[config.mk]
export PLATFORM = sky130hd
export DESIGN_NAME = rtc_bus_driver
export DESIGN_NICKNAME = d
export VERILOG_FILES = /design/src/rtl/rtc_bus_pkg.sv /design/src/rtl/rtc_phase_timer.sv /design/src/rtl/rtc_bus_driver.sv
export SDC_FILE = /design/constraint.sdc
export NUM_CORES = 1
export LEC_CHECK = 0
export ABC_AREA = 1
export CAP_MARGIN = 5
export CORE_UTILIZATION = 53
export CTS_CLUSTER_SIZE = 14
export DETAILED_ROUTE_END_ITERATION = 16
export MAX_ROUTING_LAYER = met4
export PLACE_DENSITY = 0.87
export SLEW_MARGIN = 40
export SYNTH_ARGS = -nofsm -noshare
export SYNTH_HDL_FRONTEND = slang
export SYNTH_SLANG_ARGS = --single-unit
export TNS_END_PERCENT = 10
[constraint.sdc]
create_clock -name clk -period 4.9 [get_ports clk]
set_input_delay 1.225 -clock clk [delete_from_list [all_inputs] [get_ports clk]]
set_output_delay 1.225 -clock clk [all_outputs]
set_load 0.02 [all_outputs]
[src/rtl/rtc_bus_pkg.sv]
// rtc_bus_pkg: shared state encoding, default timing and read/write codes for the RTC bus driver
package rtc_bus_pkg;

  typedef enum logic [3:0] {
    IDLE,
    A_SETUP,
    A_STROBE,
    A_HOLD,
    D_SETUP,
    D_STROBE,
    D_HOLD,
    DONE,
    TURN
  } state_t;

  localparam int T_SETUP_DEF = 2;
  localparam int T_PULSE_DEF = 6;
  localparam int T_HOLD_DEF  = 2;
  localparam int T_TURN_DEF  = 4;
  localparam int CNT_W_DEF   = 4;

  localparam logic RW_READ  = 1'b1;
  localparam logic RW_WRITE = 1'b0;

endpackage

[src/rtl/rtc_phase_timer.sv]
// rtc_phase_timer: phase cycle counter with sync load and terminal count against a phase length
//   clk, clr  : clock, asynchronous active-high reset
//   i_load    : restart counting from 0 on the next edge
//   i_len     : current phase length in cycles (>= 1)
//   o_tc      : high on the last cycle of the phase (count == len-1)
module rtc_phase_timer #(
  parameter int CNT_W = 4
) (
  input  logic             clk,
  input  logic             clr,
  input  logic             i_load,
  input  logic [CNT_W:0]   i_len,
  output logic             o_tc
);

  logic [CNT_W-1:0] r_cnt;

  always_ff @(posedge clk or posedge clr)
    if (clr) r_cnt <= '0;
    else     r_cnt <= i_load ? '0 : r_cnt + 1'b1;

  assign o_tc = {1'b0, r_cnt} == i_len - 1'b1;

endmodule

[src/rtl/rtc_bus_driver.sv]
// rtc_bus_driver: multiplexed address/data bus cycle generator toward the RTC chip
//   clk, clr            : clock, asynchronous active-high reset
//   start, rw, addr,
//   wdata               : transaction request, latched only in IDLE (rw 1 = read)
//   rdata, done, busy   : read result, one-cycle completion pulse, not-idle flag
//   cs_n, rd_n, wr_n,
//   ad_n                : bus strobes (ad_n 0 = address phase, 1 = data phase)
//   ad_out, ad_oe, ad_in: AD byte out, tri-state enable, AD readback
// Build option: RTC_BUS_TURNAROUND_EN adds a T_TURN-cycle recovery state after DONE.
module rtc_bus_driver
  import rtc_bus_pkg::*;
#(
  parameter int T_SETUP = T_SETUP_DEF,
  parameter int T_PULSE = T_PULSE_DEF,
  parameter int T_HOLD  = T_HOLD_DEF,
  parameter int T_TURN  = T_TURN_DEF,
  parameter int CNT_W   = CNT_W_DEF
) (
  input  logic       clk,
  input  logic       clr,
  input  logic       start,
  input  logic       rw,
  input  logic [7:0] addr,
  input  logic [7:0] wdata,
  output logic [7:0] rdata,
  output logic       busy,
  output logic       done,
  output logic       cs_n,
  output logic       rd_n,
  output logic       wr_n,
  output logic       ad_n,
  output logic [7:0] ad_out,
  output logic       ad_oe,
  input  logic [7:0] ad_in
);

  localparam logic [CNT_W:0] L_SETUP = (CNT_W+1)'(T_SETUP);
  localparam logic [CNT_W:0] L_PULSE = (CNT_W+1)'(T_PULSE);
  localparam logic [CNT_W:0] L_HOLD  = (CNT_W+1)'(T_HOLD);
  localparam logic [CNT_W:0] L_TURN  = (CNT_W+1)'(T_TURN);

  state_t       r_state, w_next;
  logic         r_rw;
  logic [7:0]   r_addr, r_wdata, r_rdata, r_ad_out;
  logic         r_busy, r_done, r_cs_n, r_rd_n, r_wr_n, r_ad_n, r_ad_oe;
  logic         w_rw, w_aph, w_dph, w_wr_data, w_tc;
  logic [7:0]   w_addr, w_wdata, w_ad_out;
  logic         w_busy, w_done, w_cs_n, w_rd_n, w_wr_n, w_ad_n, w_ad_oe;
  logic [CNT_W:0] w_len;

  // IDLE, DONE and TURN share the turnaround length; only TURN ever waits on it
  always_comb
    w_len = (r_state == A_SETUP  || r_state == D_SETUP)  ? L_SETUP :
            (r_state == A_STROBE || r_state == D_STROBE) ? L_PULSE :
            (r_state == A_HOLD   || r_state == D_HOLD)   ? L_HOLD  : L_TURN;

  rtc_phase_timer #(.CNT_W(CNT_W)) u_timer (
    .clk    (clk),
    .clr    (clr),
    .i_load (w_next != r_state),
    .i_len  (w_len),
    .o_tc   (w_tc)
  );

  always_comb begin
    w_next = r_state;
    case (r_state)
      IDLE:     w_next = start ? A_SETUP : IDLE;
      A_SETUP:  w_next = w_tc ? A_STROBE : A_SETUP;
      A_STROBE: w_next = w_tc ? A_HOLD   : A_STROBE;
      A_HOLD:   w_next = w_tc ? D_SETUP  : A_HOLD;
      D_SETUP:  w_next = w_tc ? D_STROBE : D_SETUP;
      D_STROBE: w_next = w_tc ? D_HOLD   : D_STROBE;
      D_HOLD:   w_next = w_tc ? DONE     : D_HOLD;
`ifdef RTC_BUS_TURNAROUND_EN
      DONE:     w_next = TURN;
      TURN:     w_next = w_tc ? IDLE : TURN;
`else
      DONE:     w_next = IDLE;
`endif
      default:  w_next = IDLE;
    endcase
  end

  // Pins are registered from the next state; while leaving IDLE the request
  // fields are taken straight from the inputs being latched on the same edge.
  always_comb begin
    w_rw      = (r_state == IDLE) ? rw    : r_rw;
    w_addr    = (r_state == IDLE) ? addr  : r_addr;
    w_wdata   = (r_state == IDLE) ? wdata : r_wdata;
    w_aph     = w_next == A_SETUP || w_next == A_STROBE || w_next == A_HOLD;
    w_dph     = w_next == D_SETUP || w_next == D_STROBE || w_next == D_HOLD;
    w_wr_data = w_dph && w_rw == RW_WRITE;
    w_cs_n    = !(w_next == A_STROBE || w_next == D_STROBE);
    w_wr_n    = !(w_next == A_STROBE || (w_next == D_STROBE && w_rw == RW_WRITE));
    w_rd_n    = !(w_next == D_STROBE && w_rw == RW_READ);
    w_ad_n    = !w_aph;
    w_ad_oe   = w_aph || w_wr_data;
    w_ad_out  = w_aph ? w_addr : w_wr_data ? w_wdata : 8'h00;
    w_busy    = w_next != IDLE;
    w_done    = w_next == DONE;
  end

  always_ff @(posedge clk or posedge clr)
    if (clr) begin
      r_state  <= IDLE;
      r_rw     <= 1'b0;
      r_addr   <= '0;
      r_wdata  <= '0;
      r_rdata  <= '0;
      r_busy   <= 1'b0;
      r_done   <= 1'b0;
      r_cs_n   <= 1'b1;
      r_rd_n   <= 1'b1;
      r_wr_n   <= 1'b1;
      r_ad_n   <= 1'b1;
      r_ad_oe  <= 1'b0;
      r_ad_out <= '0;
    end else begin
      r_state  <= w_next;
      if (r_state == IDLE && start) begin
        r_rw    <= rw;
        r_addr  <= addr;
        r_wdata <= wdata;
      end
      if (r_state == D_STROBE && w_tc && r_rw == RW_READ) r_rdata <= ad_in;
      r_busy   <= w_busy;
      r_done   <= w_done;
      r_cs_n   <= w_cs_n;
      r_rd_n   <= w_rd_n;
      r_wr_n   <= w_wr_n;
      r_ad_n   <= w_ad_n;
      r_ad_oe  <= w_ad_oe;
      r_ad_out <= w_ad_out;
    end

  assign rdata  = r_rdata;
  assign busy   = r_busy;
  assign done   = r_done;
  assign cs_n   = r_cs_n;
  assign rd_n   = r_rd_n;
  assign wr_n   = r_wr_n;
  assign ad_n   = r_ad_n;
  assign ad_oe  = r_ad_oe;
  assign ad_out = r_ad_out;

endmodule
==> flow_summary.ini <==
[setup_path]
crit_path_start_kind = register
arrival_ns = 1.42
cp_cell_sequence = clkdlybuf4s50_1
timing.reg2reg.setup_slack_ns = 2.26
crit_family = buffers and inverters
r2r_start = r_state[0]
worstReg2RegEnd = ad_out[3]
r2r_cells = 9
cp.depth = 1
path_class = register to output port
path_max_fanout = 1
endpoint_kind = output port
crit_buf_inv = 1
worstPathRequired_ns = 3.67
max_stage_delay_ns = 0.60
cp_slowest_cell = clkdlybuf4s50_1

[placement]
pre_cts_ws_ns = 2.079
place_hpwl_um = 3272
dpl_cell_area_sq_um = 2751
gp_congestion = 0.9417
port_buffers = 50
dp.cells = 346

[detailed_routing]
antenna_left = 0
wl_per_cell_um = 12.61
routed_wl_um = 4463
firstDrtPassIters = 4
drt_iter0_drc = 87
vias = 1808
routed_via_density = 5.107
drc = 0

[worst_hold_path]
holdCritStartpoint = r_wdata[0]
whs_endpoint = r_wdata[0]
hold_depth = 2
hold_class = register to register

[power]
p_leak_nw = 1.377
pwr-share-comb_pct = 49.9
power_mw = 1.750
peakVddDrop_v = 0.0002943
p_sw_mw = 0.7630
sw_frac_of_total_pct = 43.61
p_per_area_nw_per_um2 = 614.6
power.share.sequential_pct = 36.1
p_clk_share_pct = 13.9
intPower_mw = 0.9865

[job]
max_cap_viol_count = 0

[timing]
hold-worst-slack_ns = 0.4914
finalSetupViolations = 0
final_max_slew_viol_count = 0
timing.final.crit_share_pct = 53.91
finalHoldViolations = 0
max_slew_margin_pct = 49.36
fin_ws_ns = 2.258
finalSetupTns_ns = 0
tightest_slew_ns = 0.7545
rsz0062_at_grt = false
period_needed_ns = 2.642
skew_ns = 0.007328
fmax_ghz = 0.3785

[grt]
grt_max_degree = 48
grt_pass1_vias = 1667
grt_overflow = 0
antenna_found_initial = 0
grt_usage_pct = 23.37
grt_first_pass_wirelength_um = 7479

[clocking]
postCtsSetupRepairBufs = 0
cts_buffer_depth = 2
cts_tree = yes
clockRootBuffer = clkbuf_8
numCtsBuffers = 5
cts_hold_buffers = 0
cts.repair.resized = 0
cts_max_level = 2
clock-sinks = 47
cts.reportedPaths.clkPinSlew_ns = 0.09
insertion_delay_ns = 0.29

[floorplanning]
die-area_sq_um = 4441
num_rows = 23
dieHeight_um = 66.64
coreArea_sq_um = 4000
die_x_um = 66.64
start_util_pct = 55.36
io_pins = 51

[logic_synthesis]
synthCells = 252
synth_area_sq_um = 2215
syn-num-nets = 281
synth.distinct_cells = 27
yosys_warnings = 0
synth_seq_area_share_pct = 53.33
synth_seq_cells = 47
avgSynthCellArea_sq_um = 8.788

[layout]
final_util_pct = 71.16
finalNonFillerCells = 354
nets = 332
drive_gt1_share_pct = 12.83
syn_to_final_growth_pct = 28.53
stdcell_area_sq_um = 2846
diodes = 0

[status]
outcome = completed
-- registers in the layout, indices dropped and copies added, names as in the netlist --
| register | flops |
|---|---|
| ad_n | 1 |
| ad_oe | 1 |
| ad_out | 8 |
| busy | 1 |
| cs_n | 1 |
| done | 1 |
| r_addr | 8 |
| r_rw | 1 |
| r_state | 3 |
| r_wdata | 8 |
| rd_n | 1 |
| rdata | 8 |
| u_timer.r_cnt | 4 |
| wr_n | 1 |
-- synth_stat cells --
| master | count | area share (%) |
|---|---|---|
| nor3_1 | 1 | 0.23 |
| nand2_4 | 1 | 0.51 |
| nor2_1 | 12 | 2.0 |
| buf_6 | 1 | 0.51 |
| buf_4 | 1 | 0.34 |
| inv_2 | 3 | 0.51 |
| nand4_1 | 9 | 2.5 |
| mux2_2 | 8 | 4.1 |
| xor2_2 | 1 | 0.73 |
| nor4_1 | 1 | 0.28 |
| inv_1 | 28 | 4.7 |
| nor2_4 | 1 | 0.51 |
| dfstp_2 | 4 | 4.7 |
| clkbuf_1 | 6 | 1.0 |
| nand2_1 | 62 | 11 |
| o21ai_1 | 1 | 0.23 |
| nor2_2 | 4 | 1.1 |
| xnor2_1 | 1 | 0.40 |
| nand2_2 | 2 | 0.56 |
| xor2_1 | 1 | 0.40 |
| o21ai_0 | 32 | 7.2 |
| a21oi_2 | 1 | 0.40 |
| dfrtp_1 | 43 | 49 |
| ha_1 | 1 | 0.56 |
| nand3_2 | 5 | 2.3 |
| a21oi_1 | 2 | 0.45 |
| nand3_1 | 20 | 4.5 |
-- routing by layer --
metal,routed length (um),up-vias,GRT usage (%),part of all wire (%)
met5,0,-,-,0
met4,29,0,5.053,0.65
met3,146,5,5.137,3.3
met2,2390,43,40.53,54
met1,1896,838,27.76,42
li1,-,922,-,-
-- logic make-up after synthesis --
family | Yosys count | synth area share (%)
mux | 8 | 4.068
xor+xnor | 3 | 1.526
compound gates | 36 | 8.305
flops | 47 | 53.33
buf+inv | 39 | 7.119
fa+ha+maj | 1 | 0.5649
simple gates | 118 | 25.08
-- cell usage in the layout (no fill, tap or decap) --
cell,n
a21oi_1,2
a21oi_2,1
buf_4,2
clkbuf_1,1
clkbuf_8,6
clkdlybuf4s50_1,50
clkinv_1,1
clkinv_4,1
dfrtp_1,43
dfstp_2,4
ha_1,1
inv_1,27
inv_2,3
mux2_2,8
nand2_1,62
nand2_2,2
nand2_4,1
nand3_1,20
nand3_2,5
nand4_1,9
nor2_1,12
nor2_2,4
nor2_4,1
nor3_1,1
nor4_1,1
o21ai_0,32
o21ai_1,1
xnor2_1,1
xor2_1,1
xor2_2,1
-- power by group through the flow --
| stage | combinational (mW) | clock [mW] | sequential [mW] |
|---|---|---|---|
| after floorplan | 0.569 | 0 | 0.686 |
| after global placement | 0.841 | 0 | 0.633 |
| after detailed placement | 0.878 | 0 | 0.641 |
| after CTS | 0.881 | 0.246 | 0.633 |
| after global routing | 0.988 | 0.263 | 0.649 |
| final | 0.874 | 0.244 | 0.632 |
-- worst max path at each step --
stage / slack (ns) / end / start
after floorplan: 2.57 / ad_oe / clr
after global placement: 2.13 / ad_out[0] / start
after detailed placement: 2.08 / ad_out[5] / start
after CTS: 2.25 / ad_n / ad_n
after global routing: 1.96 / ad_out[5] / r_state[0]
final: 2.26 / ad_n / ad_n
-- area by class of cell --
class                   count  area, sq um
flip-flops and latches     47         1181
fillers                   333         1154
multi-input cells         166        875.8
repair buffers             52        515.5
inverters                  31        116.4
clock buffers               7        86.33
well taps                  50        62.56
clock inverters             1        8.758
Power figures use the tool's default switching activity.
